<file path="config.mk">
export PLATFORM = sky130hd
export DESIGN_NAME = axi_arbiter_r_flat
export DESIGN_NICKNAME = d
export VERILOG_FILES = /design/src/rtl/axi_arb_pkg.sv /design/src/rtl/axi_arbiter_r_if.sv /design/src/rtl/axi_arbiter_r_rr_pick4.sv /design/src/rtl/axi_arbiter_r.sv /design/src/flat_wrapper.sv
export SDC_FILE = /design/constraint.sdc
export NUM_CORES = 1
export LEC_CHECK = 0
export ABC_AREA = 1
export CELL_PAD_IN_SITES_DETAIL_PLACEMENT = 1
export CELL_PAD_IN_SITES_GLOBAL_PLACEMENT = 2
export CORE_ASPECT_RATIO = 1.25
export CORE_MARGIN = 3
export CORE_UTILIZATION = 22
export CTS_CLUSTER_DIAMETER = 150
export CTS_CLUSTER_SIZE = 40
export DETAILED_ROUTE_END_ITERATION = 6
export PLACE_DENSITY = 0.74
export SETUP_SLACK_MARGIN = 0.5
export SLEW_MARGIN = 40
export SYNTH_ARGS = -nofsm -noshare
export SYNTH_HDL_FRONTEND = slang
export SYNTH_SLANG_ARGS = --single-unit
</file>
<file path="constraint.sdc">
create_clock -name ACLK -period 1.85 [get_ports ACLK]
set_clock_uncertainty 0.05 [all_clocks]
set_input_delay 0.185 -clock ACLK [delete_from_list [all_inputs] [get_ports ACLK]]
set_output_delay 0.185 -clock ACLK [all_outputs]
set_load 0.005 [all_outputs]
</file>
<file path="src/rtl/axi_arb_pkg.sv">
// Definitions shared by the AXI read and write arbiters: state encoding,
// master count, master-id type and the one-hot grant decode.
package axi_arb_pkg;

   localparam int NUM_MASTERS = 4;

   typedef logic [1:0] master_id_t;

   typedef enum logic [1:0] {
      IDLE = 2'd0,
      ADDR = 2'd1,
      DATA = 2'd2
   } arb_state_t;

   function automatic logic [NUM_MASTERS-1:0] id_to_onehot(input master_id_t id);
      id_to_onehot     = '0;
      id_to_onehot[id] = 1'b1;
   endfunction

endpackage

</file>
<file path="src/rtl/axi_arbiter_r_if.sv">
// Read-arbiter signal bundle: master requests, slave handshakes and arbiter status.
// The master modport is the interconnect side; the slave modport is the arbiter.
interface axi_arbiter_r_if #(
   parameter int BEAT_W = 9
);
   logic m0_ARVALID, m1_ARVALID, m2_ARVALID, m3_ARVALID;
   logic m0_RREADY, m1_RREADY, m2_RREADY, m3_RREADY;
   logic s_ARREADY;
   logic s_RVALID;
   logic s_RLAST;
   logic m0_rgrnt, m1_rgrnt, m2_rgrnt, m3_rgrnt;
   logic ar_phase;
   logic r_phase;
   logic [BEAT_W-1:0] beat_cnt;
   logic burst_done;

   modport master (
      output m0_ARVALID, m1_ARVALID, m2_ARVALID, m3_ARVALID,
      output m0_RREADY, m1_RREADY, m2_RREADY, m3_RREADY,
      output s_ARREADY, s_RVALID, s_RLAST,
      input  m0_rgrnt, m1_rgrnt, m2_rgrnt, m3_rgrnt,
      input  ar_phase, r_phase, beat_cnt, burst_done
   );

   modport slave (
      input  m0_ARVALID, m1_ARVALID, m2_ARVALID, m3_ARVALID,
      input  m0_RREADY, m1_RREADY, m2_RREADY, m3_RREADY,
      input  s_ARREADY, s_RVALID, s_RLAST,
      output m0_rgrnt, m1_rgrnt, m2_rgrnt, m3_rgrnt,
      output ar_phase, r_phase, beat_cnt, burst_done
   );

endinterface

</file>
<file path="src/rtl/axi_arbiter_r_rr_pick4.sv">
// Combinational 4-way round-robin pick: searches last+1, last+2, last+3, last
// and returns the first requester; the previous owner ranks last.
module rr_pick4
   import axi_arb_pkg::*;
(
   input  logic [NUM_MASTERS-1:0] req,
   input  master_id_t             last,
   output master_id_t             winner,
   output logic                   valid
);

   always_comb begin
      // NOTE: every output gets a default before the loop, so no path leaves it unassigned and no latch is inferred.
      winner = last;
      valid  = |req;
      // Walk from lowest to highest priority; the last hit written wins.
      for (int i = NUM_MASTERS; i >= 1; i--) begin
         if (req[last + master_id_t'(i)]) winner = last + master_id_t'(i);
      end
   end

endmodule

</file>
<file path="src/rtl/axi_arbiter_r.sv">
// Round-robin AXI read-path arbiter for four masters: grants AR to one master and
// holds the grant through its whole R burst until the RLAST handshake.
module axi_arbiter_r
   import axi_arb_pkg::*;
#(
   parameter int BEAT_W = 9
) (
   input logic            ACLK,
   input logic            ARESET,
   axi_arbiter_r_if.slave bus
);

   arb_state_t             state;
   master_id_t             owner;
   logic [BEAT_W-1:0]      beat_cnt;
   logic                   burst_done;

   logic [NUM_MASTERS-1:0] arvalid;
   logic [NUM_MASTERS-1:0] rready;
   logic [NUM_MASTERS-1:0] grant;
   master_id_t             winner;
   logic                   any_req;
   logic                   beat;

   assign arvalid = {bus.m3_ARVALID, bus.m2_ARVALID, bus.m1_ARVALID, bus.m0_ARVALID};
   assign rready  = {bus.m3_RREADY, bus.m2_RREADY, bus.m1_RREADY, bus.m0_RREADY};

   rr_pick4 u_pick (
      .req    (arvalid),
      .last   (owner),
      .winner (winner),
      .valid  (any_req)
   );

   assign beat = bus.s_RVALID && rready[owner];

   always_ff @(posedge ACLK) begin
      // NOTE: all state is updated with non-blocking assignments so every register samples pre-edge values.
      if (ARESET) begin
         // NOTE: every register here is a small control flop, so all of them are reset; there is no storage array to leave unreset.
         state      <= IDLE;
         owner      <= '0;
         beat_cnt   <= '0;
         burst_done <= 1'b0;
      end else begin
         burst_done <= 1'b0;
         case (state)
            IDLE: begin
               if (any_req) begin
                  owner <= winner;
                  state <= ADDR;
               end
            end
            ADDR: begin
               // A dropped ARVALID just stalls here; other requesters wait.
               if (arvalid[owner] && bus.s_ARREADY) begin
                  state    <= DATA;
                  beat_cnt <= '0;
               end
            end
            DATA: begin
               if (beat) begin
                  if (beat_cnt != '1) beat_cnt <= beat_cnt + BEAT_W'(1);
                  if (bus.s_RLAST) begin
                     burst_done <= 1'b1;
                     if (any_req) begin
                        owner <= winner;
                        state <= ADDR;
                     end else begin
                        state <= IDLE;
                     end
                  end
               end
            end
            default: state <= IDLE;
         endcase
      end
   end

   // Outputs decode registers only; the owner stays parked while idle.
   assign grant          = id_to_onehot(owner);
   assign bus.m0_rgrnt   = grant[0];
   assign bus.m1_rgrnt   = grant[1];
   assign bus.m2_rgrnt   = grant[2];
   assign bus.m3_rgrnt   = grant[3];
   assign bus.ar_phase   = (state == ADDR);
   assign bus.r_phase    = (state == DATA);
   assign bus.beat_cnt   = beat_cnt;
   assign bus.burst_done = burst_done;

endmodule

</file>
<file path="src/flat_wrapper.sv">
// flat-port wrapper written by rule: the top's interface ports become plain ports
module axi_arbiter_r_flat import axi_arb_pkg::*;
#(
   parameter int BEAT_W = 9
)
  (ACLK, ARESET, bus_m0_ARVALID, bus_m1_ARVALID, bus_m2_ARVALID, bus_m3_ARVALID, bus_m0_RREADY, bus_m1_RREADY, bus_m2_RREADY, bus_m3_RREADY, bus_s_ARREADY, bus_s_RVALID, bus_s_RLAST, bus_m0_rgrnt, bus_m1_rgrnt, bus_m2_rgrnt, bus_m3_rgrnt, bus_ar_phase, bus_r_phase, bus_beat_cnt, bus_burst_done);
  axi_arbiter_r_if #(.BEAT_W(BEAT_W)) bus_i ();
  input logic ACLK;
  input logic ARESET;
  input wire logic [$bits(bus_i.m0_ARVALID)-1:0] bus_m0_ARVALID;
  input wire logic [$bits(bus_i.m1_ARVALID)-1:0] bus_m1_ARVALID;
  input wire logic [$bits(bus_i.m2_ARVALID)-1:0] bus_m2_ARVALID;
  input wire logic [$bits(bus_i.m3_ARVALID)-1:0] bus_m3_ARVALID;
  input wire logic [$bits(bus_i.m0_RREADY)-1:0] bus_m0_RREADY;
  input wire logic [$bits(bus_i.m1_RREADY)-1:0] bus_m1_RREADY;
  input wire logic [$bits(bus_i.m2_RREADY)-1:0] bus_m2_RREADY;
  input wire logic [$bits(bus_i.m3_RREADY)-1:0] bus_m3_RREADY;
  input wire logic [$bits(bus_i.s_ARREADY)-1:0] bus_s_ARREADY;
  input wire logic [$bits(bus_i.s_RVALID)-1:0] bus_s_RVALID;
  input wire logic [$bits(bus_i.s_RLAST)-1:0] bus_s_RLAST;
  output wire logic [$bits(bus_i.m0_rgrnt)-1:0] bus_m0_rgrnt;
  output wire logic [$bits(bus_i.m1_rgrnt)-1:0] bus_m1_rgrnt;
  output wire logic [$bits(bus_i.m2_rgrnt)-1:0] bus_m2_rgrnt;
  output wire logic [$bits(bus_i.m3_rgrnt)-1:0] bus_m3_rgrnt;
  output wire logic [$bits(bus_i.ar_phase)-1:0] bus_ar_phase;
  output wire logic [$bits(bus_i.r_phase)-1:0] bus_r_phase;
  output wire logic [$bits(bus_i.beat_cnt)-1:0] bus_beat_cnt;
  output wire logic [$bits(bus_i.burst_done)-1:0] bus_burst_done;
  assign bus_i.m0_ARVALID = bus_m0_ARVALID;
  assign bus_i.m1_ARVALID = bus_m1_ARVALID;
  assign bus_i.m2_ARVALID = bus_m2_ARVALID;
  assign bus_i.m3_ARVALID = bus_m3_ARVALID;
  assign bus_i.m0_RREADY = bus_m0_RREADY;
  assign bus_i.m1_RREADY = bus_m1_RREADY;
  assign bus_i.m2_RREADY = bus_m2_RREADY;
  assign bus_i.m3_RREADY = bus_m3_RREADY;
  assign bus_i.s_ARREADY = bus_s_ARREADY;
  assign bus_i.s_RVALID = bus_s_RVALID;
  assign bus_i.s_RLAST = bus_s_RLAST;
  assign bus_m0_rgrnt = bus_i.m0_rgrnt;
  assign bus_m1_rgrnt = bus_i.m1_rgrnt;
  assign bus_m2_rgrnt = bus_i.m2_rgrnt;
  assign bus_m3_rgrnt = bus_i.m3_rgrnt;
  assign bus_ar_phase = bus_i.ar_phase;
  assign bus_r_phase = bus_i.r_phase;
  assign bus_beat_cnt = bus_i.beat_cnt;
  assign bus_burst_done = bus_i.burst_done;
  axi_arbiter_r #(.BEAT_W(BEAT_W)) u_core (.ACLK(ACLK), .ARESET(ARESET), .bus(bus_i));
endmodule
</file>
== Word level (Yosys, flattened, before mapping) ==
Index checks and enable logic that the tools add are counted.
Widths: inputs -> output; s select.

* Bits in registers: 14
* Logic and storage cells: 64
* Input bits: 13

* Add/subtract/negate cells: 4
* Order comparisons: 5
* Muxes and demuxes: 30
* Bitwise logic cells: 2
* Eq/ne operators: 8
* Reduce and logical (&&, ||, !) cells: 11

{| class="wikitable"
|+ Operators with widths
! operator !! number
|-
| $mux 9 || 3
|-
| $mux 2 || 10
|-
| $pmux 9 s2 || 1
|-
| $lt 2x3->1 const B || 4
|-
| $bmux 1 s2 || 5
|-
| $add 9x1->9 const B || 1
|-
| $ne 9x9->1 const B || 1
|-
| $mux 1 || 8
|-
| $ne 2x1->1 const B || 4
|-
| $reduce_and 4->1 || 2
|-
| $pmux 2 s3 || 1
|-
| $add 2x2->2 const B || 2
|-
| $pmux 2 s2 || 1
|-
| $reduce_bool 2->1 || 2
|-
| $reduce_or 4->1 || 1
|-
| $logic_and 1x1->1 || 3
|-
| $reduce_and 3->1 || 1
|-
| $reduce_or 3->1 || 1
|-
| $add 2x1->2 const B || 1
|-
| $demux 1 s2 || 1
|-
| $eq 2x1->1 const B || 1
|-
| $eq 2x2->1 const B || 1
|-
| $ge 2x1->1 const B || 1
|-
| $logic_not 2->1 || 1
|-
| 2 further kinds || 3
|}

== Longest topological paths before layout ==
* Word-level depth: 10
* Gate-level depth with buffers: 13
* Gate-level depth less buffers: 13

== Hierarchy ==
Synthesis repeated with hierarchy kept, for this count alone.

* Cell total of the unflattened synthesis: 187
* Area, all modules: 1116.1 sq um

{| class="wikitable"
|+ By module, submodules not included
! module !! cells each !! instances !! area each (sq um)
|-
| axi_arbiter_r || 143 || 1 || 898.4
|-
| rr_pick4 || 44 || 1 || 217.7
|}

== Worst setup path before layout ==
Ideal clock, no wire load.

* Path type: register to register
* Start point: register u_core.beat_cnt[0] (netlist: u_core.bus.beat_cnt[0])
* End point: register u_core.beat_cnt[0] (netlist: u_core.bus.beat_cnt[0])
* Required time: 1.688 ns
* Arrival: 1.734 ns
* Cell stages (with the launch flop): 14
* Path buffers: 0
* Period minus slack after synthesis: 1.896 ns
* Path slack: -0.046 ns
* Cell sequence: dfxtp_1 -> ha_1 -> nand2_1 -> nor2_1 -> nand4_1 -> nor2_1 -> ha_1 -> inv_1 -> nor2_1 -> a21oi_4 -> nand2_4 -> clkinv_2 -> nor2_1 -> nor2_2

* Longest elaborated chain between the ends: 4

{| class="wikitable"
|+ RTL lines
! what !! RTL line !! text
|-
| from (decl) || axi_arbiter_r.sv:15 || <nowiki>logic [BEAT_W-1:0] beat_cnt;</nowiki>
|-
| from (signal assigned) || axi_arbiter_r.sv:63 || <nowiki>if (beat_cnt != '1) beat_cnt <= beat_cnt + BEAT_W'(1);</nowiki>
|-
| $add 9x1->9 || axi_arbiter_r.sv:63 ||
|-
| $mux 9 || axi_arbiter_r.sv:63 ||
|-
| $mux 9 || axi_arbiter_r.sv:62 || <nowiki>if (beat) begin</nowiki>
|-
| $pmux 9 s2 || axi_arbiter_r.sv:47 || <nowiki>case (state)</nowiki>
|}

Parallel ways exist; a longest one is shown, timed or not. The select of a mux whose other input is x is not followed.
A chain may end at the register's enable or synchronous reset.

== Worst setup path after layout ==
* Start point: register u_core.beat_cnt[0] (netlist: u_core.bus.beat_cnt[0])
* End point: register u_core.beat_cnt[8] (netlist: u_core.bus.beat_cnt[8])

The elaborated chain is that of the path after synthesis.

==> results.sh <==
export IMPL_grt_usage=0.134
export IMPL_place_gp_congestion=0.823
export IMPL_rows=28
export IMPL_peakVddDrop_mv=0.342
export IMPL_hpwlAfterDp_microns=2890
export IMPL_drive_above_1_share=0.333
export IMPL_netlist_area_sq_mm=0.00109
export IMPL_grt_pass1_vias=1351
export IMPL_syn_area_per_cell_sq_um=6.35
export IMPL_layout_setup_ws_ns=0.0327
export IMPL_synthXorXnorAreaFrac=0.0160
export IMPL_gr_total_overflow=0
export IMPL_htreeDepth=1
export IMPL_synth_top_family_by_area="simple AND/OR/NAND/NOR gates"
export IMPL_pre_cts_ws_ns=-0.0267
export IMPL_area_growth_pct=61.3
export IMPL_antenna_found_initial=0
export IMPL_ys_seq_area_frac=0.257
export IMPL_utilization=0.370
export IMPL_cp_end_kind="flip-flop"
export IMPL_synth_mux_area_frac=0
export IMPL_worst_slew_pin_transition_ns=0.279
export IMPL_slowest_delay_ns=0.36
export IMPL_synth_fa_ha_area_frac=0.0687
export IMPL_p_per_area_mw_per_mm2=956
export IMPL_synthDistinctLibCells=24
export IMPL_rsz0062_at_grt="yes"
export IMPL_period_share=0.982
export IMPL_crit_arrival_ns=1.92
export IMPL_power_frac_seq=0.264
export IMPL_first_iter_violations=31
export IMPL_place_area_sq_mm=0.00156
export IMPL_finalCriticalPeriod_ns=1.82
export IMPL_critPathBufInv=2
export IMPL_critPathKind="flip-flop to flip-flop"
export IMPL_vias=1287
export IMPL_crit_path_start_kind="flip-flop"
export IMPL_drtAntennaViolNets=0
export IMPL_drv_slew=0
export IMPL_io_pins=29
export IMPL_final_nets=239
export IMPL_wl_microns=3800
export IMPL_relSlewSlack=0.814
export IMPL_min_path_type="flip-flop to flip-flop"
export IMPL_cts_sinks=14
export IMPL_path_common_cell="nor2_4"
export IMPL_wl_per_cell_microns=13.6
export IMPL_io_buffers=28
export IMPL_hold_viol=0
export IMPL_die_area_sq_mm=0.00585
export IMPL_post_drt_via_cell_ratio=4.61
export IMPL_grt_pass1_wl_microns=6400
export IMPL_cp_slowest_cell="dfxtp_4"
export IMPL_fmax_mhz=550
export IMPL_p_clk_frac=0.186
export IMPL_drcViolationCount=0
export IMPL_cts_buffers=3
export IMPL_required_ns=1.95
export IMPL_path_clk_slew_ns=0.06
export IMPL_floorplan_initialDensity=0.229
export IMPL_cts_tree="built"
export IMPL_p_int_uw=952
export IMPL_synth_cells=172
export IMPL_drtPass1Iterations=4
export IMPL_grt_max_degree=12
export IMPL_clkLatencyLatePin_ns=0.25
export IMPL_die_y_microns=84.8
export IMPL_status="finished clean"
export IMPL_power_frac_comb=0.550
export IMPL_path_cells="ha_4, nand2_4, nor2_4, nand4_1, nor2_1, ha_2, inv_2, nor2_4, a21oi_4, nand2_4, clkinv_4, nor2_4, nor2_2"
export IMPL_n_antenna_cell=0
export IMPL_synth_nets=191
export IMPL_setup_viol=0
export IMPL_clockBufferDepth=2
export IMPL_cap_viol_max_count=0
export IMPL_final_area_sq_mm=0.00176
export IMPL_n_fill_cell=607
export IMPL_clockRootBuffer="clkbuf_8"
export IMPL_core_sq_mm=0.00476
export IMPL_synth_compound_area_frac=0.0699
export IMPL_p_switching_uw=732
export IMPL_ys_warnings_count=0
export IMPL_ys_ff_latch=14
export IMPL_swShare=0.435
export IMPL_synth_simple_area_share=0.487
export IMPL_die_w_microns=69.0
export IMPL_cp_max_fo=8
export IMPL_crit_family="simple AND/OR/NAND/NOR gates"
export IMPL_power_leakage_uw=0.000803
## layer usage
layer | global-route usage | vias to the layer above | routed length [microns]
li1 | - | 642 | -
met1 | 0.145 | 610 | 1560
met2 | 0.265 | 30 | 2070
met3 | 0.0180 | 5 | 121
met4 | 0.0426 | 0 | 45
met5 | 0 | - | 0
## cells by family (layout without fill, tap and decap cells)
family | after synthesis | after routing
AOI/OAI and AO/OA | 13 | 14
and+or+nand+nor | 112 | 112
buffers and inverters | 25 | 71
xor gates and xnor gates | 2 | 2
adders and majority gates | 6 | 6
DFF | 14 | 14
## per-stage QoR
| stage | total power, uW | hold WS (ns) | setup TNS, ns | cells |
|---|---|---|---|---|
| 4_1_cts | 1700 | 0.459 | 0 | 279 |
| 3_5_place_dp | 1320 | 0.468 | -0.0387 | 266 |
| 6_report | 1680 | 0.453 | 0 | 279 |
| 5_1_grt | 1830 | 0.480 | -0.116 | 279 |
| 3_3_place_gp | 1300 | 0.468 | 0 | 266 |
| 2_1_floorplan | 1040 | 0.301 | 0 | 172 |
## what timing repair did
action / CTS / global route
hold buffers: 0 / 0
pin swaps: 8 / 5
buffers inserted: 8 / 0
cloned: 1 / 0
endpoints found under the setup margin: 28 / 20
gates resized for setup: 30 / 7
hold endpoints to repair: 0 / 0
## registers in the layout (all words and copies together), names as in the netlist
register,flops
u_core.bus.beat_cnt,9
u_core.owner,2
u_core.state,2
u_core.bus.burst_done,1
## worst reg2reg max path: cells and delay by family, from the launching register on
family | cells | cell delay (ns)
buf+inv | 2 | 0.13
compound gates | 1 | 0.06
fa+ha+maj | 2 | 0.34
simple gates | 8 | 0.77
flops | 1 | 0.36
## path summary, 6_finish.rpt
kind / cells after the start / end / slack [ns] / startpoint
setup / recovery: 13 / u_core.bus.beat_cnt[8]$_SDFFE_PP0P_ / 0.03 / u_core.bus.beat_cnt[0]$_SDFFE_PP0P_
hold / removal: 2 / u_core.bus.beat_cnt[7]$_SDFFE_PP0P_ / 0.45 / u_core.bus.beat_cnt[7]$_SDFFE_PP0P_
setup reg to reg: 13 / u_core.bus.beat_cnt[8]$_SDFFE_PP0P_ / 0.03 / u_core.bus.beat_cnt[0]$_SDFFE_PP0P_
hold reg to reg: 2 / u_core.bus.beat_cnt[7]$_SDFFE_PP0P_ / 0.45 / u_core.bus.beat_cnt[7]$_SDFFE_PP0P_
## cell usage after synthesis
cell,count,share of area
dfxtp_1,14,0.26
nor2_1,20,0.069
or2_2,1,0.0057
inv_1,18,0.062
nor2_2,4,0.023
xor2_1,2,0.016
buf_6,1,0.010
nand4_1,4,0.023
ha_1,6,0.069
inv_6,1,0.0080
nor3b_1,1,0.0069
nand3_4,1,0.016
a21oi_1,11,0.050
nor3_1,1,0.0046
o21ai_0,1,0.0046
buf_4,1,0.0069
a21oi_4,1,0.015
nand2_1,50,0.17
nand2_2,4,0.023
clkinv_2,1,0.0046
inv_2,3,0.010
nand2_4,2,0.021
nand3_2,3,0.027
nand3_1,21,0.096
## layout by cell type (no fill, tap or decap), types with 2 or more instances in the layout
cell             instances
inv_2                    3
nor2_2                   3
inv_1                   16
nand3_2                  4
nor2_4                   5
dlygate4sd2_1            8
nand2_4                  4
clkdlybuf4s50_1         18
ha_1                     3
dfxtp_1                  3
nand2_1                 46
buf_6                    3
clkbuf_8                 4
dfxtp_2                 10
inv_4                    2
nor2_1                  16
xor2_1                   2
buf_4                   13
ha_4                     2
nand2_2                  6
nand4_1                  4
a21oi_4                  2
a21oi_2                  6
a21oi_1                  5
nand3_1                 20
## power groups by stage
stage                     clock network (uW)  registers (uW)  logic, uW
after floorplan                            0             412        625
after global placement                     0             446        855
after detailed placement                   0             447        874
after CTS                                318             447        936
after global routing                     330             458       1040
final                                    314             445        926
## final cells by class
type | count | area (sq um) | share of cell area
multi-input combinational | 134 | 827 | 0.469
timing repair buffer | 44 | 404 | 0.229
inverter | 23 | 104 | 0.0589
sequential | 14 | 297 | 0.168
clock buffer | 4 | 55.1 | 0.0312
tap | 60 | 75.1 | 0.0426
Note: power is estimated with default switching activity, not from simulation.
